## src/rtl/tx_wr_sequencer.sv

```systemverilog
// Job-level write sequencer feeding the TX_WR request port: one beat per data line,
// optionally followed by a write fence and a completion record to the DSM.
module tx_wr_sequencer #(
    parameter int CNT_W = 32
) (
    input  logic             clk,
    input  logic             spl_reset,
    input  logic             spl_tx_wr_almostfull,
    input  logic             job_valid,
    output logic             job_ready,
    input  logic [57:0]      job_addr,
    input  logic [5:0]       job_len,
    input  logic             job_done_en,
    input  logic             dat_valid,
    output logic             dat_ready,
    input  logic [511:0]     dat_data,
    input  logic [63:0]      dsm_base_addr,
    output logic             cor_tx_wr_valid,
    output logic             cor_tx_dsr_valid,
    output logic             cor_tx_fence_valid,
    output logic             cor_tx_done_valid,
    output logic [57:0]      cor_tx_wr_addr,
    output logic [5:0]       cor_tx_wr_len,
    output logic [511:0]     cor_tx_data,
    output logic             busy,
    output logic [CNT_W-1:0] job_cnt
);

    localparam logic [1:0] ST_IDLE  = 2'd0;
    localparam logic [1:0] ST_DATA  = 2'd1;
    localparam logic [1:0] ST_FENCE = 2'd2;
    localparam logic [1:0] ST_DONE  = 2'd3;

    logic [1:0]       state;
    logic [57:0]      addr_q;
    logic [5:0]       len_q;
    logic             done_en_q;
    logic [5:0]       beat_cnt;
    logic             job_accept;
    logic             dat_fire;
    logic             last_beat;
    logic [CNT_W-1:0] job_cnt_inc;
    logic [511:0]     done_payload;
    logic             unused_dsm_hi;

    assign job_ready        = (state == ST_IDLE);
    assign dat_ready        = (state == ST_DATA) & ~spl_tx_wr_almostfull;
    assign busy             = (state != ST_IDLE);
    assign cor_tx_dsr_valid = 1'b0;

    assign job_accept   = job_valid & job_ready;
    assign dat_fire     = dat_valid & dat_ready;
    assign last_beat    = (beat_cnt == (len_q - 6'd1));
    assign job_cnt_inc  = job_cnt + CNT_W'(1);
    // The done record carries the count this job will complete as, not the old one.
    assign done_payload = {{(512 - CNT_W){1'b0}}, job_cnt_inc};
    assign unused_dsm_hi = ^dsm_base_addr[63:58];

    always_ff @(posedge clk or posedge spl_reset) begin
        if (spl_reset) begin
            state              <= ST_IDLE;
            addr_q             <= '0;
            len_q              <= '0;
            done_en_q          <= 1'b0;
            beat_cnt           <= '0;
            job_cnt            <= '0;
            cor_tx_wr_valid    <= 1'b0;
            cor_tx_fence_valid <= 1'b0;
            cor_tx_done_valid  <= 1'b0;
            cor_tx_wr_addr     <= '0;
            cor_tx_wr_len      <= '0;
            cor_tx_data        <= '0;
        end else begin
            // Strobes are single-cycle; payload fields hold their last value.
            cor_tx_wr_valid    <= 1'b0;
            cor_tx_fence_valid <= 1'b0;
            cor_tx_done_valid  <= 1'b0;
            case (state)
                ST_IDLE: begin
                    if (job_accept) begin
                        addr_q    <= job_addr;
                        len_q     <= job_len;
                        done_en_q <= job_done_en;
                        beat_cnt  <= '0;
                        if (job_len != 6'd0) begin
                            state <= ST_DATA;
                        end else if (job_done_en) begin
                            state <= ST_FENCE;
                        end else begin
                            job_cnt <= job_cnt_inc;
                        end
                    end
                end
                ST_DATA: begin
                    if (dat_fire) begin
                        cor_tx_wr_valid <= 1'b1;
                        cor_tx_wr_addr  <= addr_q + {52'd0, beat_cnt};
                        cor_tx_wr_len   <= len_q;
                        cor_tx_data     <= dat_data;
                        beat_cnt        <= beat_cnt + 6'd1;
                        if (last_beat) begin
                            if (done_en_q) begin
                                state <= ST_FENCE;
                            end else begin
                                job_cnt <= job_cnt_inc;
                                state   <= ST_IDLE;
                            end
                        end
                    end
                end
                ST_FENCE: begin
                    if (!spl_tx_wr_almostfull) begin
                        cor_tx_wr_valid    <= 1'b1;
                        cor_tx_fence_valid <= 1'b1;
                        cor_tx_wr_addr     <= '0;
                        cor_tx_wr_len      <= 6'd1;
                        cor_tx_data        <= '0;
                        state              <= ST_DONE;
                    end
                end
                ST_DONE: begin
                    // dsm_base_addr is taken here so software may move the DSM mid-job.
                    if (!spl_tx_wr_almostfull) begin
                        cor_tx_wr_valid   <= 1'b1;
                        cor_tx_done_valid <= 1'b1;
                        cor_tx_wr_addr    <= dsm_base_addr[57:0];
                        cor_tx_wr_len     <= 6'd1;
                        cor_tx_data       <= done_payload;
                        job_cnt           <= job_cnt_inc;
                        state             <= ST_IDLE;
                    end
                end
                default: state <= ST_IDLE;
            endcase
        end
    end

endmodule

```

## config.mk

```make
export PLATFORM = sky130hd
export DESIGN_NAME = tx_wr_sequencer
export DESIGN_NICKNAME = d
export VERILOG_FILES = /design/src/rtl/tx_wr_sequencer.sv
export SDC_FILE = /design/constraint.sdc
export NUM_CORES = 1
export LEC_CHECK = 0
export ABC_CLOCK_PERIOD_IN_PS = 38700
export CORE_AREA = 3 3 485 487
export CTS_BUF_LIST = sky130_fd_sc_hd__clkbuf_4 sky130_fd_sc_hd__clkbuf_8
export DETAILED_ROUTE_END_ITERATION = 8
export DIE_AREA = 0 0 488 490
export GPL_TIMING_DRIVEN = 1
export SLEW_MARGIN = 20
export SYNTH_ARGS = -nofsm -noshare
export SYNTH_HDL_FRONTEND = slang
export SYNTH_SLANG_ARGS = --single-unit
```

## constraint.sdc

```tcl
create_clock -name clk -period 38.7 [get_ports clk]
set_input_delay 3.87 -clock clk [delete_from_list [all_inputs] [get_ports clk]]
set_output_delay 3.87 -clock clk [all_outputs]
set_load 0.02 [all_outputs]
```

==> metrics, run 1 <==
status finished, final reports clean; die area 0.239 mm^2; Worst-path clk slew 0.05 ns; Total Neg Setup Slack 0 ns; Hold Crit Start cor_tx_wr_len[1]$_DFFE_PP0P_; Hold Buf Count CTS 0; post-DR vias/cell 3.87; Sw Pwr ~1.5 mW; sequential power share 0.323; Syn Inst Count 2137; worst reg-to-reg setup slack 34.12 ns; critical path class input pin to output port; Ports 1261; Power Total 3.70 mW; start point of the critical path spl_tx_wr_almostfull; Sw Ratio 0.410; Worst Path Max Fanout 13; critical path's slowest cell clkdlybuf4s50_1; cell area after synthesis roughly 0.027 mm^2; EDFF count, synth 0; Post-DP HPWL ~180 mm; register bit total from synthesis between 600 and 700; Synth async-reset ratio 1.00; R2R Path Start state[0]$_DFFE_PP0P_; most frequent CP cell clkdlybuf4s50_1; core area 0.232 mm^2; design area 0.0466 mm^2; Fill cells 25093; max-cap viol count 0; cell accounting for the most synthesized area dfrtp_1; Pint approximately 2.2 mW; synth top area cells dfrtp_1 63%, a22o_1 16%, mux2_2 2.6%; first-pass detailed-route iteration total 5; GRT Total Usage 0.170; Reg area 0.0171 mm^2; Worst Setup Start Kind input pin; Clock Path Buffers 3; max_slew headroom 0.195; top cells by count, synth 684 x dfrtp_1, 483 x a22o_1, 141 x nor2_1, 139 x clkbuf_1, 75 x a21oi_1; part of the cycle the worst path needs 0.255; DR DRC count 0; Clk pwr share 0.244; Fmax a little over 100 MHz; port bufs between 1000 and 1500; largest net degree at the start of global routing 187; placed inst area ~0.043 mm^2; power density cells 79.4 mW/mm^2; final wirelength 211 mm; min-delay worst type flip-flop to flip-flop; Synth-to-Final Area Change 71.3%; DIE HEIGHT 490 um; syn nets 2793; fin. max-slew vios 0; CP top delay family buffers and inverters; Synth Warn # 0; CTS tree done; average size of a mapped cell 12.7 um^2; ANT nets after route 0; CTS Buf Count 145; CTS Sinks ~680; Peak VDD IR 0.0374 mV; Most used DFF post-synth dfrtp_1; Clock Skews 0.0535 ns; Starting Density 0.117; gpl congestion 0.882; cts repair resizes 0; initial DRC count 1579; WL/cell 32.0 um; Buf+Inv Stages, Crit Path 3; Fin. Hold Viols 0; clock insertion delay at the later pin of the skew report 0.91 ns; Seq/Total Area, Yosys 0.629; Worst path max stage delay 0.76 ns; Site Rows 177; pre-CTS WS 28.94 ns; clk root buf clkbuf_8; initial antenna violation count 293; first-pass GRT wire length ~270 mm; number of setup violations in the final report 0; most common cell in the synthesized netlist dfrtp_1; number of global-route vias before repair between 20000 and 30000; Post-CTS Setup Bufs 0; Gate power share 0.433; synth unique cells a little over 60; min Tclk post-route 9.85 ns; Arr. time, crit path 5.98 ns; share of cells above drive strength 1 0.106; setup ws final 28.85 ns; CP Capture Type output port; Die Wd just under 500 um; top cell type's share of synthesized area 0.629; NumNets Final roughly 4100; Via Count 25550; Worst EP required 34.83 ns; multi-input logic area ~0.0094 mm^2; H-tree depth 4; Leakage ~19 nW; critical-path cell list clkdlybuf4s50_1 > buf_4 > nor3_1 > clkdlybuf4s50_1; global route overflow 0; Worst Tran Pin Value 1.21 ns; unrepaired setup endpoints after global routing false
path summary, 6_finish.rpt:
check,end,depth (start not counted)
setup / recovery,dat_ready,4
hold / removal,cor_tx_wr_len[1]$_DFFE_PP0P_,2
setup reg to reg,cor_tx_data[160]$_DFFE_PP0P_,6
hold reg to reg,cor_tx_wr_len[1]$_DFFE_PP0P_,2
max in group asynchronous,cor_tx_data[124]$_DFFE_PP0P_,6
min in group asynchronous,cor_tx_data[92]$_DFFE_PP0P_,2
power groups by stage:
| stage | clock (mW) | sequential [mW] | combinational, mW |
|---|---|---|---|
| global route | 0.971 | 1.23 | 1.69 |
| floorplan | 0 | 1.41 | 0.455 |
| finish | 0.904 | 1.19 | 1.60 |
| detailed placement | 0 | 1.20 | 1.64 |
| CTS | 0.943 | 1.20 | 1.65 |
| global placement | 0 | 1.19 | 1.63 |
layout make-up:
cell class	count	share of cell area
Sequential cell	684	0.367
Timing Repair Buffer	1282	0.275
Tap cell	3043	0.0817
Clock inverter	30	0.00872
Inverter	15	0.00140
Clock buffer	229	0.0622
Antenna cell	42	0.00225
Multi-Input combinational cell	1272	0.202
routing by layer:
layer / GRT usage / part of all wire / up-vias
met1: 0.178 / 0.36 / 12599
met5: 0 / 0.0070 / -
li1: - / - / 10647
met2: 0.279 / 0.46 / 1503
met4: 0.0482 / 0.030 / 228
met3: 0.110 / 0.14 / 573
registers in the layout, indices dropped and copies added (netlist names), 2 cells and up:
| name | flops |
|---|---|
| cor_tx_wr_addr | 58 |
| job_cnt | 32 |
| cor_tx_wr_len | 6 |
| state | 2 |
| addr_q | 58 |
| beat_cnt | 6 |
| len_q | 6 |
| cor_tx_data | 512 |
per-stage QoR:
stage,hold WS [ns],instances,utilization
floorplan,0.487,2137,-
global placement,0.475,6296,0.186
CTS,0.483,6555,0.201
detailed placement,0.471,6296,0.186
global route,0.510,6562,0.201
finish,0.479,6597,0.201
worst reg2reg max path: cells and delay by family (launching register included):
family | cells | cell delay, ns
buffers and inverters | 3 | 2.77
DFF | 1 | 0.62
AOI/OAI and AO/OA | 2 | 0.59
and+or+nand+nor | 1 | 0.50
logic make-up after synthesis:
logic type | share of synthesized area
DFF | 0.629
adders and majority gates | 0.00487
other | 0.000138
AOI/OAI and AO/OA | 0.203
xor gates and xnor gates | 0.0393
and+or+nand+nor | 0.0706
buffers and inverters | 0.0259
muxes | 0.0272
placed cells by master (no fill, tap or decap), types with 3 or more instances in the layout:
master           netlist  final
xnor2_1               71     71
xor2_1                51     51
o21a_1                 5      5
and3_1                34     34
a211oi_1               7      7
nor2_1               141    141
and2_1                 7      5
and4_1                 9      9
buf_12                 0      3
inv_1                 15     13
nor3b_1                8      8
bufinv_16              0      7
nor3_2                 5      5
a22o_1               483    483
nand2_1               53     52
a221oi_1              27     27
or3_1                  3      3
o21ai_0               35     35
ha_1                   9      9
mux2_2                64     64
diode_2                0     42
o22ai_1               36     36
inv_8                  0      3
dfrtp_1              684    684
clkdlybuf4s50_1        0   1253
buf_4                  1     26
nor4_1                11     11
nand2b_1              14     14
a21o_1                 3      3
nand3_1               31     31
clkbuf_8               0    189
a22oi_1                3      3
nand4_1               25     25
a21oi_1               75     75
nor3_1                27     27
clkinv_2               0     11
clkbuf_4               0     40
inv_6                  0      5
Note: power is estimated with default switching activity, not from simulation.
==> inputs of run 2 (changes only) <==
- ABC_CLOCK_PERIOD_IN_PS: 38700 -> 9700
- CORE_AREA: 3 3 485 487 -> 3 3 487 489
- DIE_AREA: 0 0 488 490 -> 0 0 490 492
- clock period: 38.7 -> 9.7 ns (I/O delays scaled with it)
==> run 2 against run 1 <==
Cell count grew 1.6%. Critical endpoint is now cor_tx_data[345]$_DFFE_PP0P_. Power grew to 4.0 times the previous value. Critical path type is now input pin to flip-flop. First-iteration DRC count shrank 0.19%. Sequential share of layout area shrank 0.066 points. Design area grew 0.18%.
==> metrics, run 2 (synthesis gave the netlist of run 1 again) <==
status finished, final reports clean (unchanged); max reg flops 512 (unchanged); Fmax 225 MHz; share of cells above drive strength 1 0.106 (about the same); critical path's slowest cell clkdlybuf4s50_1 (unchanged); critical path class input pin to flip-flop (was input pin to output port); Worst Tran Pin Value 1.01 ns (was 1.21 ns); Via Count 25423 (was 25550); Starting Density 0.117 (about the same); pre-CTS WS 4.38 ns (was 28.94 ns); most common cell after layout, fill and taps aside clkdlybuf4s50_1 (unchanged); Die Wd 490 um (was 488 um); Clock Skews 0.0657 ns (was 0.0535 ns); CTS Sinks 684 (unchanged); setup ws final 5.25 ns (was 28.85 ns); most frequent CP cell buf_4 (was clkdlybuf4s50_1); Leakage 19.1 nW (about the same); Worst path max stage delay 0.99 ns (was 0.76 ns); unrepaired setup endpoints after global routing false (unchanged); gpl congestion 0.915 (was 0.882); Ports 1261 (unchanged); Fin. Hold Viols 0 (unchanged); Synth-to-Final Area Change 71.6% (was 71.3%); Largest Register cor_tx_data (unchanged); critical-path cell list clkdlybuf4s50_1 > or2_4 > buf_4 > buf_4 > buf_4 > a22o_1 (was clkdlybuf4s50_1 > buf_4 > nor3_1 > clkdlybuf4s50_1); Worst Setup Start Kind input pin (unchanged); Clock Path Buffers 3 (unchanged); first-pass detailed-route iteration total 5 (unchanged); number of global-route vias before repair 25844 (was 25624); CP top delay family buffers and inverters (unchanged); Buf+Inv Stages, Crit Path 4 (was 3); H-tree depth 4 (unchanged); clock insertion delay at the later pin of the skew report 0.91 ns (about the same); initial antenna violation count 296 (was 293); die area 0.241 mm^2 (was 0.239 mm^2); number of setup violations in the final report 0 (unchanged); Peak VDD IR 0.149 mV (was 0.0374 mV); Worst-path clk slew 0.05 ns (about the same); part of the cycle the worst path needs 0.459; DR DRC count 0 (unchanged); min Tclk post-route 4.45 ns; clk root buf clkbuf_8 (unchanged); cts repair resizes 0 (unchanged); Worst Path Max Fanout 83 (was 13); Post-DP HPWL 181 mm (was 176 mm); first-pass GRT wire length 275 mm (was 268 mm); Power Total 14.7 mW (was 3.70 mW); CP Capture Type flip-flop (was output port); max-cap viol count 0 (unchanged); most frequent cells in the layout 1253 x clkdlybuf4s50_1, 684 x dfrtp_1, 483 x a22o_1 (unchanged); Arr. time, crit path 5.24 ns (was 5.98 ns); max_slew headroom 0.324 (was 0.195); Hold Buf Count CTS 0 (unchanged); Fill cells 25218 (was 25093); leading registers by flop count cor_tx_data (512), addr_q (58), cor_tx_wr_addr (58) (unchanged); Worst EP required 10.49 ns (was 34.83 ns); WL/cell 32.2 um (was 32.0 um); post-DR vias/cell 3.79 (was 3.87); min-delay worst type flip-flop to flip-flop (unchanged); global route overflow 0 (unchanged); ANT nets after route 0 (unchanged); final wirelength 216 mm (was 211 mm); DIE HEIGHT 492 um (was 490 um); CTS Buf Count 143 (was 145); Post-CTS Setup Bufs 0 (unchanged); Site Rows 177 (unchanged); power density cells 315 mW/mm^2 (was 79.4 mW/mm^2); NumNets Final 4062 (was 4056); core area 0.233 mm^2 (was 0.232 mm^2); fin. max-slew vios 0 (unchanged); initial DRC count 1576 (was 1579); port bufs 1253 (unchanged); CTS tree done (unchanged); largest net degree at the start of global routing 138 (was 187); GRT Total Usage 0.173 (was 0.170); Total Neg Setup Slack 0 ns (unchanged)
run 2: worst reg2reg max path, cell delays in order, from the launching register on:
cell,delay (ns)
dfrtp_1,0.36
buf_4,0.27
a21oi_1,0.21
or2_4,0.52
buf_4,0.55
buf_4,0.80
buf_4,0.90
a22o_1,0.38
run 2: through the flow:
step | instance area, um^2 | util | instances | hold WS, ns
2_1_floorplan | 27200 | - | 2137 | 0.487
3_5_place_dp | 43400 | 0.186 | 6392 | 0.478
3_3_place_gp | 43400 | 0.186 | 6392 | 0.471
5_1_grt | 46600 | 0.200 | 6660 | 0.510
4_1_cts | 46500 | 0.200 | 6644 | 0.490
6_report | 46700 | 0.201 | 6700 | 0.486
run 2: final cells by class:
type | count | area (um^2) | area share
flip-flops and latches | 684 | 17100 | 0.366
diodes | 55 | 138 | 0.00295
clock inverters | 36 | 432 | 0.00924
inverters | 15 | 61.3 | 0.00131
multi-input cells | 1272 | 9430 | 0.202
clock buffers | 216 | 2740 | 0.0587
well taps | 3132 | 3920 | 0.0839
repair buffers | 1290 | 12900 | 0.276
run 2: final timing paths:
path | start | end | slack (ns) | cells past startpoint
setup / recovery | spl_tx_wr_almostfull | cor_tx_data[345]$_DFFE_PP0P_ | 5.25 | 6
hold / removal | cor_tx_wr_len[1]$_DFFE_PP0P_ | cor_tx_wr_len[1]$_DFFE_PP0P_ | 0.49 | 2
setup reg to reg | state[1]$_DFFE_PP0P_ | cor_tx_data[345]$_DFFE_PP0P_ | 5.61 | 7
hold reg to reg | cor_tx_wr_len[1]$_DFFE_PP0P_ | cor_tx_wr_len[1]$_DFFE_PP0P_ | 0.49 | 2
max in group asynchronous | spl_reset | job_cnt[24]$_DFFE_PP0P_ | 6.93 | 4
min in group asynchronous | spl_reset | cor_tx_data[101]$_DFFE_PP0P_ | 0.61 | 2
run 2: power breakdown:
part	total (mW)	internal [mW]	leakage (nW)	switching (mW)
Combinational	6.46	2.74	8.41	3.73
Clock	3.49	1.94	1.69	1.55
Sequential	4.74	3.90	8.98	0.845
Total	14.7	8.58	19.1	6.12
run 2: routing by layer:
metal | track usage | share of wire | vias up
li1 | - | - | 10674
met1 | 0.179 | 0.35 | 12497
met2 | 0.293 | 0.48 | 1483
met3 | 0.107 | 0.13 | 557
met4 | 0.0467 | 0.030 | 212
met5 | 0 | 0.0065 | -
==> inputs of run 3 (changes only) <==
- ABC_CLOCK_PERIOD_IN_PS: 9700 -> 3600
- CORE_AREA: 3 3 487 489 -> 3 3 496 498
- DIE_AREA: 0 0 490 492 -> 0 0 499 501
- clock period: 9.7 -> 3.6 ns (I/O delays scaled with it)
==> run 3 against run 2 <==
Global-route usage about the same. Utilization increased by 1.8 points. Sequential power increased to 2.7 times the previous value. Clock skew decreased by 0.0085 ns. Non-clock buffer count increased by 571. Critical path depth decreased by 2. Sequential share of layout area decreased by 4.3 points.
==> metrics, run 3 (synthesis gave the netlist of run 1 again) <==
DR top layer met5 (unchanged); share of cells above drive strength 1 0.103 (was 0.106); Buf+Inv Stages, Crit Path 3 (was 4); non-filler cells, final 7401 (was 6700); max-cap viol count 0 (unchanged); DIE HEIGHT 501 um (was 492 um); cts repair resizes 0 (unchanged); Worst path max stage delay 0.62 ns (was 0.99 ns); leading registers by flop count cor_tx_data (512), addr_q (58), cor_tx_wr_addr (58) (unchanged); most frequent cells in the layout 1252 x clkdlybuf4s50_1, 684 x dfrtp_1, 534 x dlygate4sd3_1 (was 1253 x clkdlybuf4s50_1, 684 x dfrtp_1, 483 x a22o_1); final wirelength 224 mm (was 216 mm); Worst EP required 3.24 ns (was 10.49 ns); pre-CTS WS 0.638 ns (was 4.38 ns); Fmax 316 MHz; Leakage 21.6 nW (was 19.1 nW); NumNets Final 4635 (was 4062); Post-CTS Setup Bufs 0 (unchanged); most frequent CP cell buf_4 (unchanged); worst reg-to-reg setup slack 0.66 ns (was 5.61 ns); post-DR vias/cell 3.75 (was 3.79); status finished, final reports clean (unchanged); WL/cell 30.3 um (was 32.2 um); FF-to-FF path depth 9 (was 7); reg-to-reg critical path endpoint cor_tx_wr_addr[48]$_DFFE_PP0P_ (was cor_tx_data[345]$_DFFE_PP0P_); first-pass detailed-route iteration total 6 (was 5); CTS Buf Count 145 (was 143); setup ws final 0.436 ns (was 5.25 ns); Clock Skews 0.0571 ns (was 0.0657 ns); unrepaired setup endpoints after global routing false (unchanged); met3 WL 23.7 mm (was 28.5 mm); Arr. time, crit path 2.80 ns (was 5.24 ns); number of global-route vias before repair 28559 (was 25844); CP top delay family buffers and inverters (unchanged); power density cells 775 mW/mm^2 (was 315 mW/mm^2); initial antenna violation count 313 (was 296); die area 0.250 mm^2 (was 0.241 mm^2); Clock Path Buffers 3 (unchanged); gpl congestion 0.883 (was 0.915); part of the cycle the worst path needs 0.879; Post-Place Cells 6500 (was 6392); R2R Path Start beat_cnt[0]$_DFFE_PP0P_ (was state[1]$_DFFE_PP0P_); WHS Path Cells 2 (unchanged); critical-path cell list buf_4 > nor3_1 > buf_4 > clkdlybuf4s50_1 (was clkdlybuf4s50_1 > or2_4 > buf_4 > buf_4 > buf_4 > a22o_1); global route overflow 0 (unchanged); CP Capture Type output port (was flip-flop); Hold Buf Count CTS 534 (was 0); Post-DP HPWL 189 mm (was 181 mm); start point of the critical path state[1]$_DFFE_PP0P_ (was spl_tx_wr_almostfull); max_slew headroom 0.241 (was 0.324); Fin. Hold Viols 0 (unchanged); Hold Path End cor_tx_data[329]$_DFFE_PP0P_ (was cor_tx_wr_len[1]$_DFFE_PP0P_); Starting Density 0.112 (was 0.117); min Tclk post-route 3.16 ns; Largest Register cor_tx_data (unchanged); Worst-path clk slew 0.06 ns (was 0.05 ns); CTS Sinks 684 (unchanged); clock insertion delay at the later pin of the skew report 0.94 ns (was 0.91 ns); DR DRC count 0 (unchanged); H-tree depth 4 (unchanged); core area 0.243 mm^2 (was 0.233 mm^2); Worst Setup Start Kind flip-flop (was input pin); Total Neg Setup Slack 0 ns (unchanged); Hold Crit Start dat_data[329] (was cor_tx_wr_len[1]$_DFFE_PP0P_); Met2 Wirelength 105 mm (was 103 mm); critical path's slowest cell clkdlybuf4s50_1 (unchanged); Site Rows 181 (was 177); number of setup violations in the final report 0 (unchanged); Worst Tran Pin Value 1.14 ns (was 1.01 ns); Peak VDD IR 0.458 mV (was 0.149 mV); most common cell after layout, fill and taps aside clkdlybuf4s50_1 (unchanged); largest net degree at the start of global routing 137 (was 138); Ports 1261 (unchanged); ANT nets after route 0 (unchanged); fin. max-slew vios 0 (unchanged); critical path class flip-flop to output port (was input pin to flip-flop); final core utilization 0.218 (was 0.201); clk root buf clkbuf_8 (unchanged); min-delay worst type input pin to flip-flop (was flip-flop to flip-flop); Via Count 27726 (was 25423); port bufs 1253 (unchanged); GRT Total Usage 0.173 (about the same); initial DRC count 1936 (was 1576); first-pass GRT wire length 288 mm (was 275 mm); Synth-to-Final Area Change 94.5% (was 71.6%); max reg flops 512 (unchanged); CTS tree done (unchanged); Worst Path Max Fanout 20 (was 83); M1 wire length 85.5 mm (was 76.6 mm); Die Wd 499 um (was 490 um)
[run 3: changes by cell type in the layout (fill, tap and decap cells not counted), moves of 4 or more]
cell	previous run	this run
buf_4	33	51
clkinv_2	18	22
buf_12	4	24
clkbuf_8	179	174
dlygate4sd3_1	0	534
bufinv_16	4	10
diode_2	55	106
[run 3: final cells by class]
type | instances | area (um^2)
Fill cell | 25977 | 190000
Timing Repair Buffer | 1861 | 18700
Sequential cell | 684 | 17100
Multi-Input combinational cell | 1272 | 9420
Tap cell | 3202 | 4010
Clock buffer | 213 | 2690
Clock inverter | 48 | 641
Antenna cell | 106 | 265
Inverter | 15 | 61.3
[run 3: per-stage QoR]
step / total power [mW] / hold WS (ns) / area (um^2)
2_1_floorplan: 20.1 / 0.477 / 27200
3_3_place_gp: 30.8 / 0.470 / 44000
3_5_place_dp: 31.0 / 0.478 / 44000
4_1_cts: 42.0 / 0.00330 / 52700
5_1_grt: 43.0 / 0.0121 / 52800
6_report: 41.0 / 0.136 / 52900
[run 3: power by group]
group / switching (mW) / total [mW] / internal [mW]
clock network: 4.24 / 9.84 / 5.61
logic: 10.4 / 18.3 / 7.90
registers: 2.36 / 12.9 / 10.5
total: 17.0 / 41.0 / 24.0
[run 3: how the worst max path moves through the flow]
stage | endpoint | slack (ns) | cells past startpoint
after floorplan | addr_q[0]$_DFFE_PP0P_ | -6.12 | 1
after global placement | job_cnt[10]$_DFFE_PP0P_ | 0.60 | 8
after detailed placement | job_cnt[8]$_DFFE_PP0P_ | 0.64 | 8
after CTS | dat_ready | 0.26 | 4
after global routing | dat_ready | 0.24 | 4
final | dat_ready | 0.44 | 4
[run 3: per-layer routing]
layer	up-vias	track usage
met4	192	0.0561
met2	1488	0.290
met1	13595	0.193
met3	564	0.0820
met5	-	0
li1	11887	-
